$ cat config.mk
export PLATFORM = sky130hd
export DESIGN_NAME = mul32_seq
export DESIGN_NICKNAME = d
export VERILOG_FILES = /design/src/rtl/mul32_pkg.sv /design/src/rtl/cla32_ov.sv /design/src/rtl/mul32_seq.sv
export SDC_FILE = /design/constraint.sdc
export NUM_CORES = 1
export LEC_CHECK = 0
export BUFFER_PORTS_ARGS = -buffer_cell sky130_fd_sc_hd__buf_4
export CORE_ASPECT_RATIO = 1.25
export CORE_MARGIN = 8
export CORE_UTILIZATION = 45
export DETAILED_ROUTE_END_ITERATION = 10
export GPL_ROUTABILITY_DRIVEN = 1
export PLACE_DENSITY = 0.77
export SYNTH_ARGS = -nofsm -noshare
export SYNTH_HDL_FRONTEND = slang
export SYNTH_HIERARCHICAL = 1
export SYNTH_SLANG_ARGS = --single-unit
$ cat constraint.sdc
create_clock -name clk -period 8.9 [get_ports clk]
set_input_delay 0.89 -clock clk [delete_from_list [all_inputs] [get_ports clk]]
set_output_delay 0.89 -clock clk [all_outputs]
set_load 0.02 [all_outputs]
$ cat src/rtl/mul32_pkg.sv
// mul32_pkg: shared state encoding and iteration constants for the sequential multiplier
package mul32_pkg;
   typedef enum logic [1:0] {
      IDLE = 2'd0,
      CALC = 2'd1,
      DONE = 2'd2
   } state_t;
   localparam int MUL_ITER = 32;
   localparam int CNT_W    = 5;
endpackage

$ cat src/rtl/cla32_ov.sv
// cla32_ov: 32-bit carry-lookahead adder, 4-bit groups with group-level lookahead,
// exposing carry-out and the carry into bit 31 for signed overflow detection
module cla32_ov (
   input  logic [31:0] a,
   input  logic [31:0] b,
   input  logic        ci,
   output logic [31:0] sum,
   output logic        co,
   output logic        co_prev
);
   logic [31:0] w_g, w_p, w_cin;
   logic [7:0]  w_gg, w_pg;
   logic [8:0]  w_cg;
   assign w_g = a & b;
   assign w_p = a ^ b;
   for (genvar j = 0; j < 8; j++) begin : g_grp
      logic [3:0] w_gl, w_pl;
      assign w_gl    = w_g[4*j +: 4];
      assign w_pl    = w_p[4*j +: 4];
      assign w_gg[j] = w_gl[3] | w_pl[3] & w_gl[2] | (&w_pl[3:2]) & w_gl[1] | (&w_pl[3:1]) & w_gl[0];
      assign w_pg[j] = &w_pl;
      assign w_cin[4*j +: 4] = {
         w_gl[2] | w_pl[2] & w_gl[1] | (&w_pl[2:1]) & w_gl[0] | (&w_pl[2:0]) & w_cg[j],
         w_gl[1] | w_pl[1] & w_gl[0] | (&w_pl[1:0]) & w_cg[j],
         w_gl[0] | w_pl[0] & w_cg[j],
         w_cg[j]};
   end
   // group carries resolved through a local variable so the vector never feeds itself
   always_comb begin
      logic w_c;
      w_c = ci;
      w_cg = '0;
      for (int i = 0; i < 8; i++) begin
         w_cg[i] = w_c;
         w_c = w_gg[i] | w_pg[i] & w_c;
      end
      w_cg[8] = w_c;
   end
   assign sum     = w_p ^ w_cin;
   assign co      = w_cg[8];
   assign co_prev = w_cin[31];
endmodule

$ cat src/rtl/mul32_seq.sv
// mul32_seq: 32x32 unsigned shift-add multiplier sharing one cla32_ov over 32 cycles,
// 33-cycle latency from accepted start to a one-cycle done strobe
module mul32_seq
   import mul32_pkg::*;
(
   input  logic        clk,
   input  logic        reset_n,
   input  logic        start,
   input  logic [31:0] a,
   input  logic [31:0] b,
   output logic        busy,
   output logic        done,
   output logic [63:0] result
);
   localparam logic [CNT_W-1:0] LAST = CNT_W'(MUL_ITER - 1);
   state_t            r_state, w_next;
   logic [31:0]       r_mcand, r_hi, r_lo, w_sum;
   logic [CNT_W-1:0]  r_cnt;
   logic              w_co, w_load, w_last;
   logic [63:0]       w_hl;
   cla32_ov u_add (
      .a       (r_hi),
      .b       (r_mcand),
      .ci      (1'b0),
      .sum     (w_sum),
      .co      (w_co),
      .co_prev ()
   );
   assign w_last = r_cnt == LAST;
   assign w_load = start && r_state != CALC;
   assign w_hl   = r_lo[0] ? {w_co, w_sum, r_lo[31:1]} : {1'b0, r_hi, r_lo[31:1]};
   always_ff @(posedge clk or negedge reset_n)
      if (!reset_n) r_state <= IDLE;
      else          r_state <= w_next;
   always_comb begin
      w_next = r_state == CALC ? (w_last ? DONE : CALC) : (start ? CALC : IDLE);
      busy   = r_state == CALC;
      done   = r_state == DONE;
   end
   always_ff @(posedge clk or negedge reset_n)
      if (!reset_n) begin
         r_mcand <= '0;
         r_hi    <= '0;
         r_lo    <= '0;
         r_cnt   <= '0;
         result  <= '0;
      end else if (w_load) begin
         r_mcand <= a;
         r_hi    <= '0;
         r_lo    <= b;
         r_cnt   <= '0;
      end else if (r_state == CALC) begin
         {r_hi, r_lo} <= w_hl;
         r_cnt        <= r_cnt + 1'b1;
         if (w_last) result <= w_hl;
      end
endmodule

# Word level (Yosys, flattened, before mapping)
# Index checks and enable logic that the tools add are counted.
[totals]
register_bits = 167
latch_bits = 0
mem_bits_rw = 0
romBits = 0
input_bits = 67
out_inout_bits = 66
wordCells = 225
mem_count = 0
[classes]
addsub = 1
multipliers = 0
div_mod_pow = 0
magnitude_cmp = 0
n_eq_ne = 4
n_shift = 0
muxes = 10
n_bitwise = 156
n_reduce_logical = 48
[ops]
columns = ["op", "count"]
rows = [
  ["32-bit 2-to-1 mux", 4],
  ["1-bit bitwise AND", 76],
  ["1-bit bitwise OR", 76],
  ["64-bit 2-to-1 mux", 1],
  ["32-bit bitwise XOR", 2],
  ["3-bit AND reduction", 16],
  ["2-bit AND reduction", 23],
  ["32-bit bitwise AND", 1],
  ["4-bit AND reduction", 7],
  ["5-bit 2-to-1 mux", 2],
  ["5-bit by 1-bit adder with 5-bit output, second input constant", 1],
  ["5-bit equality test, second input constant", 1],
  ["2-bit 2-to-1 mux", 2],
  ["2-bit by 1-bit equality test with 1-bit output, second input constant", 1],
  ["2-bit equality test, second input constant", 1],
  ["2-bit by 1-bit inequality test with 1-bit output, second input constant", 1],
  ["2-bit nonzero test", 1],
  ["1-bit logical AND", 1],
  ["1-bit 2-to-1 mux", 1],
  ["1-bit inverter", 1],
]

# Logic depth before layout (Yosys ltp)
[logic_depth]
ltp_word = 23
mapped_depth = 13
depth_no_buf = 13

# Cells and area by module
# The synthesis kept the hierarchy.
[modules_own_cells]
columns = ["mod", "n_inst", "cells_each", "area_per_inst_um2"]
rows = [
  ["mul32_seq", 1, 556, 7051.8],
  ["cla32_ov", 1, 153, 1338.8],
]

# Least setup slack after synthesis
# OpenSTA, ideal clock, no wires.
[synth_path]
kind = "reg2reg"
from = "register r_hi[7]"
to = "register r_hi[27]"
arrival_time_ps = 2795
path_slack_ps = 5970
path_stages_with_launch = 12
synth_period_minus_slack_ps = 2930
path_cell_list = "dfrtp_1 > ha_1 > nand2_1 > nor2_1 > o211ai_2 > a21bo_4 > o41ai_4 > a41oi_2 > o2111ai_2 > fa_1 > mux2i_1 > o21ai_0"
[synth_via]
elab_chain_cells = 20
elab_cells_between_ends = 27
classes_between = "mux (3); bitwise (21); reduce/logical (3)"
[synth_rtl]
columns = ["element", "line", "text"]
rows = [
  ["start, declared", "mul32_seq.sv:17", "logic [31:0] r_mcand, r_hi, r_lo, w_sum;"],
  ["start signal, assigned", "mul32_seq.sv:53", "{r_hi, r_lo} <= w_hl;"],
  ["32-bit bitwise XOR", "cla32_ov.sv:15", "assign w_p = a ^ b;"],
  ["1-bit bitwise AND / 2-bit AND reduction (equally long branches)", "cla32_ov.sv:20", "assign w_gg[j] = w_gl[3] | w_pl[3] & w_gl[2] | (&w_pl[3:2]) & w_gl[1] | (&w_pl[3:1]) & w_gl[0];"],
  ["1-bit bitwise OR / 1-bit bitwise AND (equally long branches)", "cla32_ov.sv:20", ""],
  ["1-bit bitwise OR (2 in series)", "cla32_ov.sv:20", ""],
  ["1-bit bitwise OR (*)", "cla32_ov.sv:35", "w_c = w_gg[i] | w_pg[i] & w_c;"],
  ["1-bit bitwise AND (*)", "cla32_ov.sv:35", ""],
  ["1-bit bitwise OR (*)", "cla32_ov.sv:35", ""],
  ["1-bit bitwise AND (*)", "cla32_ov.sv:35", ""],
  ["[... 4 more ...]", "--", ""],
  ["1-bit bitwise OR (*)", "cla32_ov.sv:35", ""],
  ["1-bit bitwise AND (*)", "cla32_ov.sv:35", ""],
  ["1-bit bitwise OR (*)", "cla32_ov.sv:35", ""],
  ["32-bit bitwise XOR (*)", "cla32_ov.sv:39", "assign sum = w_p ^ w_cin;"],
  ["via w_sum[28]", "mul32_seq.sv:17", ""],
  ["64-bit 2-to-1 mux (*)", "mul32_seq.sv:31", "assign w_hl = r_lo[0] ? {w_co, w_sum, r_lo[31:1]} : {1'b0, r_hi, r_lo[31:1]};"],
  ["32-bit 2-to-1 mux (*)", "mul32_seq.sv:52", "end else if (r_state == CALC) begin"],
  ["32-bit 2-to-1 mux (*)", "mul32_seq.sv:47", "end else if (w_load) begin"],
]
# Mark *: on every way through the listed nets, which the timed path passes. The rest lies on a longest branch. The select of a mux whose other input is x is not followed.
# A chain may end at the register's enable or synchronous reset.

# Worst setup path after layout
[layout_path]
from = "register r_hi[7]"
to = "register result[59]"
[layout_via]
elab_chain_cells = 18
elab_cells_between_ends = 25
classes_between = "mux (1); bitwise (21); reduce/logical (3)"
[layout_rtl]
columns = ["element", "line", "text"]
rows = [
  ["32-bit bitwise XOR", "cla32_ov.sv:15", ""],
  ["1-bit bitwise AND / 2-bit AND reduction (equally long branches)", "cla32_ov.sv:20", ""],
  ["1-bit bitwise OR / 1-bit bitwise AND (equally long branches)", "cla32_ov.sv:20", ""],
  ["1-bit bitwise OR (2 in series)", "cla32_ov.sv:20", ""],
  ["1-bit bitwise OR (*)", "cla32_ov.sv:35", ""],
  ["1-bit bitwise AND (*)", "cla32_ov.sv:35", ""],
  ["1-bit bitwise OR (*)", "cla32_ov.sv:35", ""],
  ["1-bit bitwise AND (*)", "cla32_ov.sv:35", ""],
  ["[... 2 more ...]", "--", ""],
  ["1-bit bitwise OR (*)", "cla32_ov.sv:35", ""],
  ["1-bit bitwise AND (*)", "cla32_ov.sv:35", ""],
  ["1-bit bitwise OR (*)", "cla32_ov.sv:35", ""],
  ["1-bit bitwise AND (*)", "cla32_ov.sv:35", ""],
  ["1-bit bitwise OR (*)", "cla32_ov.sv:35", ""],
  ["32-bit bitwise XOR (*)", "cla32_ov.sv:39", ""],
  ["via w_sum[28]", "mul32_seq.sv:17", ""],
  ["64-bit 2-to-1 mux (*)", "mul32_seq.sv:31", ""],
  ["end signal, assigned", "mul32_seq.sv:55", "if (w_last) result <= w_hl;"],
  ["end, declared", "mul32_seq.sv:13", "output logic [63:0] result"],
]
# Mark *: on every way through the listed nets, which the timed path passes. The rest lies on a longest branch.

==> flow_summary.json <==
{
  "drc_errors": 0,
  "cts_resized": 0,
  "cts_buffers": 17,
  "worst_ep_arrival_time_ns": 3.57,
  "cpPeakStageDelay_ns": 0.51,
  "worstPathBufferInverterCount": 0,
  "holdCritStartpoint": "result[47]$_DFFE_PN0P_",
  "finalMaxSlewViolations": 0,
  "grt_pass1_wl_um": 29700,
  "critPathMaxFanout": 4,
  "synth_cell_types": 47,
  "vdd_drop_max_uv": 155,
  "max_freq_mhz": 303,
  "drtPass1Iterations": 4,
  "yosysTopAreaCell": "dfrtp_1",
  "crit_type": "flop to flop",
  "ys.warnings.count": 6,
  "finalNetCount": 933,
  "wl_per_cell_um": 16.6,
  "dp.cells": 1037,
  "h-tree-depth": 4,
  "hold_path.class": "flop to flop",
  "setup_violations": 0,
  "drive_gt1_frac": 0.295,
  "cts_sinks": 167,
  "cp.required_ns": 9.17,
  "hold_viol": 0,
  "drv_cap": 0,
  "grt-ovfl-total": 0,
  "worstSetupPathDepth": 11,
  "synth.avg_cell_area_um2": 11.8,
  "antenna_found_initial": 0,
  "portBuffers": 132,
  "vias": 5610,
  "cts_setup_buffers": 0,
  "cpLargestDelayFamily": "compound AO/OA/AOI/OAI gates",
  "core_um2": 18500,
  "synth.top_cell.area_share": 0.498,
  "critPathSlowestCell": "o41ai_4",
  "ys.flop_type": "dfrtp_1",
  "grt_max_degree": 111,
  "worst_slew_pin_slew_ns": 1.03,
  "synth_async_sr_flop_share": 1.00,
  "synth_common_cells": "167 x dfrtp_1, 101 x o21ai_0, 77 x nand2_1",
  "synthCells": 709,
  "place_congestion": 0.750,
  "start_util": 0.454,
  "die_width_um": 138,
  "ys_seq_area_frac": 0.498,
  "p_leak_nw": 5.01,
  "cp-end-kind": "flop",
  "syn_area_um2": 8390,
  "grt.total_usage": 0.155,
  "clkLatencyLatePin_ns": 0.43,
  "grt_setup_unrepaired": "no",
  "r2r_cells": 11,
  "num_rows": 56,
  "vias_per_cell": 5.25,
  "ant_nets": 0,
  "grt_pass1_vias": 5918,
  "instances_no_fill": 1068,
  "hpwl_um": 11800,
  "clk_pin_slew_ns": 0.07,
  "drt_wl_total_um": 17700,
  "holdPathStages": 2,
  "hold_buffers": 0,
  "power.density_nw_per_um2": 422,
  "synth.most_common_cell": "dfrtp_1",
  "startpoint": "r_hi[7]$_DFFE_PN0P_",
  "crit_chain": "ha_1 -> nand2_1 -> nor2_1 -> o211ai_2 -> a21bo_4 -> o41ai_4 -> a41oi_2 -> o2111ai_2 -> fa_1 -> mux2i_1 -> o21ai_0",
  "die_h_um": 169,
  "rr_startpoint": "r_hi[7]$_DFFE_PN0P_",
  "fin_tns_setup_ns": 0,
  "num_antenna_cells": 0,
  "netlist_top_cells_area": "dfrtp_1 50%, mux2i_1 7.8%, o21ai_0 6.0%",
  "skew_ns": 0.0163,
  "clockBufferDepth": 2,
  "status": "completed",
  "area_growth_pct": 20.4,
  "start_kind": "flop",
  "synth-edff-count": 0,
  "fp.dieArea_um2": 23300,
  "drt_iter0_drc": 152,
  "period_share": 0.371,
  "ioPinCount": 133,
  "slew_headroom": 0.317,
  "finalCriticalPeriod_ns": 3.30,
  "cts_tree": "built",
  "clock-root-buffer": "clkbuf_16",
  "ys_ff_latch": 167
}
-- per-layer routing --
metal / up-vias / GRT usage / wire length (um)
met1: 2749 / 0.186 / 7720
met5: - / 0 / 0
met4: 0 / 0.0502 / 151
met2: 133 / 0.252 / 8460
met3: 13 / 0.0575 / 1360
li1: 2715 / - / -
-- sequential cells by signal, summed over array words and instances, names as in the netlist --
name,flops
r_state,2
result,64
r_lo,32
r_mcand,32
r_cnt,5
r_hi,32
-- path summary, 6_finish.rpt --
path	end	slack (ns)
setup / recovery	result[59]$_DFFE_PN0P_	5.60
setup reg to reg	result[59]$_DFFE_PN0P_	5.60
min in group asynchronous	result[21]$_DFFE_PN0P_	0.61
max in group asynchronous	r_lo[0]$_DFFE_PN0P_	6.95
hold reg to reg	result[47]$_DFFE_PN0P_	0.48
hold / removal	result[47]$_DFFE_PN0P_	0.48
-- cells by family (layout without fill, tap and decap cells) --
group | Yosys count | after routing | synth area share
flops | 167 | 167 | 0.498
compound gates | 152 | 152 | 0.108
simple gates | 143 | 143 | 0.0860
mux | 129 | 129 | 0.177
buf+inv | 53 | 178 | 0.0365
fa+ha+maj | 42 | 42 | 0.0698
xor+xnor | 22 | 22 | 0.0239
other cells | 1 | 3 | 0.000447
-- area by class of cell --
| cell class | instances | area (um^2) |
|---|---|---|
| flip-flops and latches | 167 | 4180 |
| clock inverters | 11 | 198 |
| clock buffers | 20 | 457 |
| well taps | 232 | 290 |
| fillers | 1607 | 8390 |
| inverters | 12 | 47.5 |
| multi-input cells | 491 | 3920 |
| repair buffers | 135 | 1020 |
-- per-stage QoR --
step	utilization	setup WS (ns)	area (um^2)	total power, mW	hold slack, ns
global route	0.546	5.33	10100	4.61	0.507
floorplan	-	5.97	8400	2.90	0.444
detailed placement	0.511	5.57	9450	3.48	0.472
finish	0.546	5.60	10100	4.27	0.476
CTS	0.546	5.54	10100	4.32	0.485
global placement	0.511	5.68	9450	3.43	0.462
-- worst min-delay path, cell delays in order (launching register included) --
cell and delay [ns]:
dfrtp_1 0.34, nand2_1 0.05, o21ai_0 0.06
-- layout by cell type, fill, tap and decap left out, types with 2 or more instances in the layout --
cell type	netlist	layout
a211oi_1	4	4
fa_1	8	8
o21ai_1	2	2
a21o_1	6	6
nand2b_1	4	3
o21ai_0	101	101
a31oi_1	3	3
mux2_4	30	30
conb_1	1	3
clkbuf_8	0	2
bufinv_16	0	5
a21o_2	2	2
clkbuf_16	0	17
o21a_1	3	3
nor2_1	10	10
clkinv_4	0	4
nand2_1	77	77
and2_1	2	2
ha_1	34	34
inv_1	11	11
nand4_1	2	2
dfrtp_1	167	166
mux2_2	34	34
xnor2_1	11	11
mux2i_1	65	65
buf_4	8	134
o21bai_1	4	4
xor2_1	10	10
nand3b_1	35	35
a21oi_1	16	16
and3_1	2	2
nor2b_1	4	4
o211ai_2	2	2
nand3_1	4	4
-- where the power goes --
group / internal [mW] / switching [mW]
sequential: 1.14 / 0.301
combinational: 0.961 / 1.05
clock: 0.513 / 0.300
total: 2.62 / 1.65
(Power assumes the default switching activity.)
